==> config.mk <==
export PLATFORM = sky130hd
export DESIGN_NAME = fetch_queue
export DESIGN_NICKNAME = d
export VERILOG_FILES = /design/src/rtl/fetch_pkg.sv /design/src/rtl/fq_storage.sv /design/src/rtl/fetch_queue.sv
export SDC_FILE = /design/constraint.sdc
export NUM_CORES = 1
export LEC_CHECK = 0
export ABC_AREA = 1
export CAP_MARGIN = 40
export CORE_MARGIN = 10
export CORE_UTILIZATION = 45
export CTS_BUF_LIST = sky130_fd_sc_hd__clkbuf_4
export DETAILED_ROUTE_END_ITERATION = 7
export PLACE_DENSITY = 0.75
export SLEW_MARGIN = 20
export SYNTH_ARGS = -nofsm -noshare
export SYNTH_HDL_FRONTEND = slang
export SYNTH_SLANG_ARGS = --single-unit
==> constraint.sdc <==
create_clock -name clk -period 5.2 [get_ports clk]
set_input_delay 1.3 -clock clk [delete_from_list [all_inputs] [get_ports clk]]
set_output_delay 1.3 -clock clk [all_outputs]
set_load 0.05 [all_outputs]
==> src/rtl/fetch_pkg.sv <==
// Shared definitions for the fetch-to-decode instruction queue.
package fetch_pkg;

    localparam int XLEN = 32;

    // Word that decode substitutes when it needs to insert a bubble (addi x0, x0, 0).
    localparam logic [XLEN-1:0] NOP_INSTR = 32'h0000_0013;

    typedef struct packed {
        logic [XLEN-1:0] pc;
        logic [XLEN-1:0] instr;
    } fetch_entry_t;

endpackage

==> src/rtl/fq_storage.sv <==
// Entry array for the fetch queue: one synchronous write port, one
// asynchronous read port. Contents are never reset; the pointer logic in
// the parent decides which slots hold live data.
import fetch_pkg::*;

module fq_storage #(
    parameter int DEPTH = 4
) (
    input  logic                     clk,
    input  logic                     we,
    input  logic [$clog2(DEPTH)-1:0] waddr,
    input  fetch_entry_t             wdata,
    input  logic [$clog2(DEPTH)-1:0] raddr,
    output fetch_entry_t             rdata
);

    fetch_entry_t mem [DEPTH];

    // Capture the incoming entry into its slot on the rising edge.
    always_ff @(posedge clk) begin
        if (we) begin
            mem[waddr] <= wdata;
        end
    end

    assign rdata = mem[raddr];

endmodule

==> src/rtl/fetch_queue.sv <==
// Circular instruction queue between fetch and decode. Wrap-bit pointers
// distinguish full from empty; flush empties the queue in one cycle and
// drops any entry offered alongside it.
import fetch_pkg::*;

module fetch_queue #(
    parameter int DEPTH = 4,
    parameter int XLEN  = fetch_pkg::XLEN
) (
    input  logic                         clk,
    input  logic                         reset,
    input  logic                         flush,
    input  logic                         in_valid,
    output logic                         in_ready,
    input  logic [XLEN-1:0]              in_pc,
    input  logic [XLEN-1:0]              in_instr,
    output logic                         out_valid,
    input  logic                         out_ready,
    output logic [XLEN-1:0]              out_pc,
    output logic [XLEN-1:0]              out_instr,
    output logic [$clog2(DEPTH+1)-1:0]   count
);

    localparam int IDX_W = $clog2(DEPTH);
    localparam int PTR_W = IDX_W + 1;
    localparam int CNT_W = $clog2(DEPTH + 1);

    logic [PTR_W-1:0] wr_ptr;
    logic [PTR_W-1:0] rd_ptr;
    logic             full;
    logic             empty;
    logic             push;
    logic             pop;
    fetch_entry_t     wr_entry;
    fetch_entry_t     head_entry;

    // Same slot index: equal wrap bits mean empty, differing wrap bits mean full.
    assign empty = (wr_ptr == rd_ptr);
    assign full  = (wr_ptr[IDX_W-1:0] == rd_ptr[IDX_W-1:0]) &&
                   (wr_ptr[IDX_W] != rd_ptr[IDX_W]);

    // Handshake flags come from state only, so fetch and decode see no
    // combinational loop through the queue.
    assign in_ready  = !full;
    assign out_valid = !empty;

    assign push = in_valid && !full && !flush;
    assign pop  = out_ready && !empty && !flush;

    assign count = CNT_W'(wr_ptr - rd_ptr);

    // Pointer update: flush collapses both pointers to zero, otherwise
    // each side advances independently on its own handshake.
    always_ff @(posedge clk or posedge reset) begin
        if (reset) begin
            wr_ptr <= '0;
            rd_ptr <= '0;
        end else if (flush) begin
            wr_ptr <= '0;
            rd_ptr <= '0;
        end else begin
            if (push) begin
                wr_ptr <= wr_ptr + PTR_W'(1);
            end
            if (pop) begin
                rd_ptr <= rd_ptr + PTR_W'(1);
            end
        end
    end

    assign wr_entry.pc    = in_pc;
    assign wr_entry.instr = in_instr;

    fq_storage #(
        .DEPTH (DEPTH)
    ) u_storage (
        .clk   (clk),
        .we    (push),
        .waddr (wr_ptr[IDX_W-1:0]),
        .wdata (wr_entry),
        .raddr (rd_ptr[IDX_W-1:0]),
        .rdata (head_entry)
    );

    // Stale slot contents are masked so decode sees zeros while empty.
    assign out_pc    = empty ? '0 : head_entry.pc;
    assign out_instr = empty ? '0 : head_entry.instr;

endmodule

==> results.json, run 1 <==
{
  "layout_min_cycle_time_ns": 4.43,
  "antenna_found_initial": 1,
  "timing.final.hold_violations": 0,
  "regArea_um2": 7840,
  "cts_buffers": 66,
  "finClkSkew_ns": 0.0279,
  "routedWlPerCell_um": 17.8,
  "io_pins": 138,
  "synth_fa_ha_area_frac": 0.0103,
  "worstPathMaxFanout": 36,
  "firstDrtPassIters": 5,
  "yosysWarningCount": 0,
  "power.leakage_uw": 0.00459,
  "synthSimpleGateAreaFrac": 0.109,
  "rows": 55,
  "vias_per_cell": 5.14,
  "final_util": 0.561,
  "setup_tns_ns": 0,
  "grtUsageTotal": 0.159,
  "yosysUniqueCellTypes": 20,
  "drtAntennaViolNets": 0,
  "min_from": "wr_ptr[2]",
  "netlist_top_cells_area": "edfxtp_1 74%, nor2_1 9.4%, o21ai_0 5.9%, a21oi_1 3.1%, dfrtp_1 1.4%",
  "finalNetCount": 1076,
  "p_seq_frac": 0.438,
  "grt.overflow.total": 0,
  "clock_sinks": 262,
  "post_layout_nonfiller_instances": 1328,
  "synth_compound_area_frac": 0.0922,
  "slew_viol_final": 0,
  "core_area_um2": 22700,
  "area_growth_pct": 22.3,
  "finalWeightedCongestion": 0.778,
  "synth_area_um2": 10400,
  "fmax_ghz": 0.226,
  "drv_cap": 0,
  "required_ns": 3.90,
  "die-area_um2": 29600,
  "synth_top_family_by_area": "simple AND/OR/NAND/NOR gates",
  "cts_hold_buffers": 0,
  "htree_levels": 3,
  "crit_type": "flip-flop to primary output",
  "fin_total_pwr_uw": 5460,
  "rr_startpoint": "wr_ptr[0]",
  "rsz0062_at_grt": "false",
  "slew_headroom": 0.463,
  "io_buffer_count": 137,
  "fillers": 1884,
  "grt_pass1_vias": 7036,
  "die_w_um": 172,
  "clkLatencyLatePin_ns": 0.63,
  "p_int_uw": 3620,
  "cts_setup_buffers": 0,
  "cp.arrival_ns": 3.13,
  "syn_nets": 901,
  "clk_pin_slew_worst_paths_ns": 0.07,
  "clock_power_share": 0.294,
  "muxShareOfSynthArea": 0,
  "cts_buffer_depth": 3,
  "remaining_drc_errors": 0,
  "start_util": 0.459,
  "synth.top_cell.area_share": 0.738,
  "routed_wl_um": 23600,
  "grt_max_degree": 73,
  "swShare": 0.336,
  "drt_iter0_markers": 482,
  "synth.yosys.seq_area_share": 0.752,
  "place_inst": 1214,
  "post_cts_resized": 0,
  "setup_viol": 0,
  "dp_hpwl_um": 14100,
  "multi_input_area_um2": 2250,
  "syn_inst": 824,
  "via_count": 6829,
  "cts_root_buf": "clkbuf_4",
  "run_status": "finished, final reports clean",
  "synth-xor-area-share": 0.000841,
  "drive_above_1_share": 0.174,
  "dp_slack_ns": 1.40,
  "cp-start-kind": "flip-flop",
  "cp-end-kind": "primary output",
  "synth.largest_area_cell": "edfxtp_1",
  "crit_start": "wr_ptr[0]",
  "die_h_um": 172,
  "fin_crit_sh": 0.852,
  "max_slew.worst_pin.slew_ns": 0.805,
  "power.switching_uw": 1840,
  "hold_path.class": "flip-flop to flip-flop",
  "powerDensity_nw_per_um2": 428,
  "layout_setup_ws_ns": 0.772,
  "synth_area_per_cell_um2": 12.6,
  "grt_pass1_wl_um": 36700,
  "vdd_drop_max_mv": 0.249,
  "ys_ff_latch": 262,
  "comb_power_share": 0.268,
  "cts_tree": "yes"
}
-- layout by cell type, fill, tap and decap left out --
| cell type | n |
|---|---|
| dfrtp_1 | 4 |
| nor2_1 | 258 |
| buf_4 | 70 |
| ha_1 | 7 |
| buf_12 | 3 |
| a21oi_1 | 64 |
| buf_16 | 2 |
| edfxtp_1 | 256 |
| dfrtp_4 | 1 |
| bufinv_16 | 1 |
| o21ai_0 | 122 |
| clkdlybuf4s50_1 | 81 |
| dfrtp_2 | 1 |
| nand2_1 | 18 |
| nand3_1 | 8 |
| inv_2 | 4 |
| clkinv_2 | 5 |
| o21ai_1 | 6 |
| nand3_2 | 1 |
| xor2_1 | 1 |
| nand4_1 | 6 |
| clkinv_1 | 15 |
| diode_2 | 1 |
| nor2_4 | 4 |
| inv_1 | 14 |
| clkbuf_4 | 89 |
| fa_1 | 1 |
-- cells by family after synthesis --
| family | after synthesis |
|---|---|
| AOI/OAI and AO/OA | 192 |
| buffers and inverters | 66 |
| adders and majority gates | 8 |
| and+or+nand+nor | 295 |
| DFF | 262 |
| xor gates and xnor gates | 1 |
-- per-layer routing --
metal	routed length, um	part of all wire	track usage	vias up
li1	-	-	-	3318
met1	9840	0.42	0.194	3241
met2	11600	0.49	0.262	234
met3	1700	0.072	0.0474	36
met4	459	0.019	0.0618	0
met5	0	0	0	-
-- worst paths after layout --
kind	endpoint	slack, ns	cells past startpoint
setup / recovery	out_pc[14]	0.77	8
hold / removal	wr_ptr[2]	0.58	2
setup reg to reg	u_storage.mem[1][28]	2.36	8
hold reg to reg	wr_ptr[2]	0.58	2
max in group asynchronous	rd_ptr[0]	4.05	2
min in group asynchronous	wr_ptr[0]	0.91	2
-- power by group through the flow --
stage / logic (uW) / registers [uW] / clock network, uW
2_1_floorplan: 1020 / 2440 / 0
3_3_place_gp: 1450 / 2430 / 0
3_5_place_dp: 1470 / 2440 / 0
4_1_cts: 1470 / 2390 / 1660
5_1_grt: 1570 / 2390 / 1780
6_report: 1460 / 2390 / 1600
-- cells in the mapped netlist, drive strengths merged --
master	n
a21oi	64
buf	36
clkbuf	13
dfrtp	6
edfxtp	256
fa	1
ha	7
inv	17
nand2	18
nand3	9
nand4	6
nor2	262
o21ai	128
xor2	1
-- sequential cells by signal, summed over array words and instances, names as in the netlist --
register       cells
u_storage.mem    256
rd_ptr             3
wr_ptr             3
-- through the flow --
stage | hold WS, ns | area [um2]
floorplan | 0.524 | 10400
detailed placement | 0.569 | 11900
global route | 0.621 | 12700
finish | 0.580 | 12700
CTS | 0.580 | 12700
global placement | 0.541 | 11900
-- cell type report --
class | count | share of cell area
Sequential cell | 262 | 0.615
Multi-Input combinational cell | 496 | 0.176
Timing Repair Buffer | 156 | 0.114
Clock buffer | 89 | 0.0524
Tap cell | 285 | 0.0280
Clock inverter | 22 | 0.00893
Inverter | 17 | 0.00510
Antenna cell | 1 | 0.000196
-- critical path, stage by stage, from the launching register on --
cell             delay [ns]
dfrtp_1                0.40
inv_1                  0.11
ha_1                   0.30
nand2_1                0.06
inv_1                  0.07
nand3_2                0.13
inv_2                  0.59
a21oi_1                0.09
clkdlybuf4s50_1        0.74
No activity file was read; power rests on OpenSTA's default activity.
==> run 2: changes to the inputs <==
Settings changed: CELL_PAD_IN_SITES_DETAIL_PLACEMENT set to 2, CELL_PAD_IN_SITES_GLOBAL_PLACEMENT set to 2, CORE_UTILIZATION 45 to 39, PLACE_DENSITY 0.75 to 0.9.
==> results.json, run 2 (same netlist as run 1, synthesis figures left out) <==
{
  "run_status": "finished, final reports clean",
  "rrSetupSlack_ns": 2.16,
  "largestRegisters": "u_storage.mem: 256 flops, rd_ptr: 3 flops, wr_ptr: 3 flops",
  "hold_depth": 2,
  "slowest_stage": "buf_4",
  "critPathMostFrequentCell": "buf_4",
  "io_pins": 138,
  "die_w_um": 183,
  "setup_tns_ns": 0,
  "firstDrtPassIters": 4,
  "drive_above_1_share": 0.196,
  "min_from": "rd_ptr[2]",
  "fmax_ghz": 0.207,
  "remaining_drc_errors": 0,
  "path_cells": "buf_4 > buf_4 > nor2_1 > nor2_1 > o21ai_0 > a21oi_1 > buf_4",
  "critPathTopFamily": "buffers and inverters",
  "crit_type": "flip-flop to primary output",
  "worstPathMaxFanout": 61,
  "timing.final.hold_violations": 0,
  "grt_max_degree": 65,
  "clock_sinks": 262,
  "die_h_um": 183,
  "rsz0062_at_grt": "false",
  "required_ns": 3.90,
  "htree_levels": 3,
  "cp-end-kind": "primary output",
  "clkLatencyLatePin_ns": 0.68,
  "slew_viol_final": 0,
  "fin_crit_sh": 0.928,
  "power.leakage_uw": 0.00472,
  "cts_buffer_depth": 3,
  "via_count": 7365,
  "grtUsageTotal": 0.200,
  "r2r-end": "u_storage.mem[0][10]",
  "cp.arrival_ns": 3.53,
  "clk_pin_slew_worst_paths_ns": 0.06,
  "cts_tree": "yes",
  "vias_per_cell": 5.29,
  "grt_pass1_wl_um": 51400,
  "cpPeakStageDelay_ns": 0.69,
  "timing.critical_path.buf_inv": 3,
  "cp-start-kind": "flip-flop",
  "powerDensity_nw_per_um2": 453,
  "fin_total_pwr_uw": 5900,
  "layout_commonest_cell": "nor2_1",
  "vdd_drop_max_mv": 0.259,
  "finalNetCount": 1081,
  "finClkSkew_ns": 0.0504,
  "antenna_found_initial": 5,
  "max_slew.worst_pin.slew_ns": 0.710,
  "rows": 59,
  "setup_viol": 0,
  "core_area_um2": 26200,
  "largest_reg_flops": 256,
  "rr_startpoint": "rd_ptr[0]",
  "finalWeightedCongestion": 0.742,
  "cp.depth": 7,
  "grt.overflow.total": 0,
  "die-area_um2": 33700,
  "drt_iter0_markers": 426,
  "grt_pass1_vias": 8514,
  "area_growth_pct": 25.1,
  "cts_hold_buffers": 0,
  "cts_buffers": 71,
  "top_register": "u_storage.mem",
  "drtAntennaViolNets": 0,
  "worstHoldEndpoint": "rd_ptr[2]",
  "cts_setup_buffers": 0,
  "drv_cap": 0,
  "layout_min_cycle_time_ns": 4.83,
  "dp_hpwl_um": 20800,
  "routed_wl_um": 34200,
  "hold_path.class": "flip-flop to flip-flop",
  "post_cts_resized": 0,
  "routedWlPerCell_um": 24.6,
  "start_util": 0.398,
  "reg2reg_depth": 8,
  "final_cell_mix": "258 x nor2_1, 256 x edfxtp_1, 122 x o21ai_0",
  "io_buffer_count": 137,
  "cts_root_buf": "clkbuf_4",
  "slew_headroom": 0.527
}
run 2: stage by stage:
step | hold WS [ns] | utilization | cell area [um2] | setup WS [ns] | cells
final | 0.647 | 0.497 | 13000 | 0.374 | 1391
after global routing | 0.675 | 0.497 | 13000 | 0.124 | 1391
after CTS | 0.618 | 0.494 | 12900 | 0.315 | 1385
after detailed placement | 0.603 | 0.458 | 12000 | 1.10 | 1263
after global placement | 0.561 | 0.455 | 11900 | 1.17 | 1260
after floorplan | 0.524 | - | 10400 | 0.154 | 824
run 2: worst reg2reg max path: stages, from the launching register on:
cell and delay (ns):
dfrtp_4 0.59, ha_1 0.35, nand2_1 0.08, inv_1 0.07
nand3_1 0.22, nand3_1 0.39, nor2_4 0.18, buf_4 0.50
buf_12 0.31
run 2: metal layers:
layer  track usage  routed length [um]  up-vias
met3        0.0466                1680       56
li1              -                   -     3316
met1         0.225               13400     3786
met5             0                  34        -
met2         0.360               18300      203
met4        0.0744                 703        4
run 2: area by class of cell:
type | count | area, um2
antenna | 3 | 7.51
multi-input combinational | 496 | 2250
sequential | 262 | 7840
tap | 335 | 419
inverter | 17 | 65.1
clock inverter | 15 | 139
timing repair buffer | 156 | 1510
clock buffer | 107 | 803
fill | 2541 | 13200
run 2: worst max path at each step:
stage | to | slack (ns) | start
after floorplan | u_storage.mem[0][0] | 0.15 | rd_ptr[1]
after global placement | out_instr[6] | 1.17 | rd_ptr[0]
after detailed placement | out_pc[17] | 1.10 | rd_ptr[0]
after CTS | out_pc[17] | 0.31 | rd_ptr[0]
after global routing | out_pc[17] | 0.12 | rd_ptr[0]
final | out_pc[17] | 0.37 | rd_ptr[0]
run 2: power breakdown:
part | internal, uW | switching, uW | leakage (uW)
registers | 2380 | 28.3 | 0.00240
logic | 409 | 1140 | 0.00175
clock network | 1080 | 863 | 0.000557
==> run 3: changes to the inputs <==
Clock period 5.2 ns to 4.7 ns, I/O delays scaled along.
==> results.json, run 3 (same netlist as run 1, synthesis figures left out) <==
{
  "fmax_ghz": 0.236,
  "routed_wl_um": 33800,
  "cts_tree": "yes",
  "routedLengthMet1_um": 13100,
  "die_h_um": 183,
  "cts_setup_buffers": 0,
  "drv_cap": 0,
  "cts_buffer_depth": 3,
  "timing.final.hold_violations": 0,
  "firstDrtPassIters": 6,
  "cpPeakStageDelay_ns": 0.71,
  "crit_type": "flip-flop to primary output",
  "dp_hpwl_um": 20100,
  "start_util": 0.398,
  "post_layout_nonfiller_instances": 1380,
  "cp-start-kind": "flip-flop",
  "cts_root_buf": "clkbuf_4",
  "clock_sinks": 262,
  "htree_levels": 3,
  "routed.top_layer": "met5",
  "final_cell_mix": "258 x nor2_1, 256 x edfxtp_1, 122 x o21ai_0",
  "antenna_found_initial": 2,
  "layout_commonest_cell": "nor2_1",
  "rows": 59,
  "run_status": "finished, final reports clean",
  "die_w_um": 183,
  "place_inst": 1259,
  "wl_met2_um": 18300,
  "drtAntennaViolNets": 0,
  "area_growth_pct": 23.9,
  "grtUsageTotal": 0.199,
  "slew_headroom": 0.550,
  "remaining_drc_errors": 0,
  "rsz0062_at_grt": "false",
  "finClkSkew_ns": 0.0599,
  "cp-end-kind": "primary output",
  "grt_pass1_wl_um": 51200,
  "path_cells": "clkinv_2 > buf_12 > o21ai_0 > a21oi_1 > buf_4",
  "post_cts_resized": 0,
  "vdd_drop_max_mv": 0.250,
  "io_pins": 138,
  "slowest_stage": "dfrtp_4",
  "grt_pass1_vias": 8632,
  "drt_iter0_markers": 445,
  "required_ns": 3.52,
  "io_buffer_count": 137,
  "fin_crit_sh": 0.901,
  "max_slew.worst_pin.slew_ns": 0.676,
  "setup_tns_ns": 0,
  "hold_path.class": "flip-flop to flip-flop",
  "layout_min_cycle_time_ns": 4.23,
  "met3_length_um": 1580,
  "slew_viol_final": 0,
  "drive_above_1_share": 0.190,
  "dpl-instance-area_um2": 11900,
  "worstPathMaxFanout": 109,
  "clk_pin_slew_worst_paths_ns": 0.06,
  "grt.overflow.total": 0,
  "largest_reg_flops": 256,
  "finalNetCount": 1075,
  "cts_buffers": 71,
  "cp.arrival_ns": 3.06,
  "die-area_um2": 33700,
  "fillers": 2580,
  "final_area_um2": 12900,
  "power.leakage_uw": 0.00465,
  "final_util": 0.493,
  "clkLatencyLatePin_ns": 0.68,
  "cts_hold_buffers": 0,
  "powerDensity_nw_per_um2": 508,
  "finalWeightedCongestion": 0.759,
  "grt_max_degree": 110,
  "routedWlPerCell_um": 24.5,
  "via_count": 7335,
  "largestRegisters": "u_storage.mem: 256 flops, rd_ptr: 3 flops, wr_ptr: 3 flops",
  "top_register": "u_storage.mem",
  "vias_per_cell": 5.32,
  "setup_viol": 0,
  "core_area_um2": 26200
}
run 3: final timing paths:
kind	start	end	slack, ns	depth (start not counted)
setup / recovery	rd_ptr[0]	out_instr[20]	0.47	5
hold / removal	wr_ptr[0]	wr_ptr[0]	0.61	2
setup reg to reg	rd_ptr[1]	u_storage.mem[1][30]	1.49	8
hold reg to reg	wr_ptr[0]	wr_ptr[0]	0.61	2
max in group asynchronous	reset	rd_ptr[0]	3.69	2
min in group asynchronous	reset	rd_ptr[1]	0.75	2
run 3: per-layer routing:
| layer | vias to the layer above | GRT usage |
|---|---|---|
| met1 | 3751 | 0.220 |
| met3 | 65 | 0.0441 |
| li1 | 3294 | - |
| met4 | 2 | 0.0741 |
| met5 | - | 0 |
| met2 | 223 | 0.366 |
run 3: area by class of cell:
type	instances	area [um2]	area share
Sequential cell	262	7840	0.607
Inverter	17	65.1	0.00504
Tap cell	335	419	0.0325
Clock inverter	13	158	0.0122
Multi-Input combinational cell	496	2250	0.174
Timing Repair Buffer	150	1380	0.107
Antenna cell	1	2.50	0.000194
Clock buffer	106	796	0.0616
run 3: metrics by stage:
stage	total power [uW]	setup slack, ns	hold WS (ns)
finish	6560	0.467	0.614
floorplan	3830	-0.346	0.524
global placement	4350	1.09	0.572
global route	6870	0.202	0.640
detailed placement	4410	0.946	0.603
CTS	6650	0.407	0.619
run 3: critical path: cells and delay by family, from the launching register on:
kind            cells  cell delay [ns]
compound gates      2             0.67
buf+inv             3             0.96
flops               1             0.71
run 3: report_power, final:
| group | leakage (uW) | total [uW] | switching (uW) | internal (uW) |
|---|---|---|---|---|
| Combinational | 0.00169 | 1680 | 1240 | 435 |
| Sequential | 0.00240 | 2680 | 47.4 | 2630 |
| Clock | 0.000557 | 2210 | 967 | 1240 |
| Total | 0.00465 | 6560 | 2250 | 4310 |
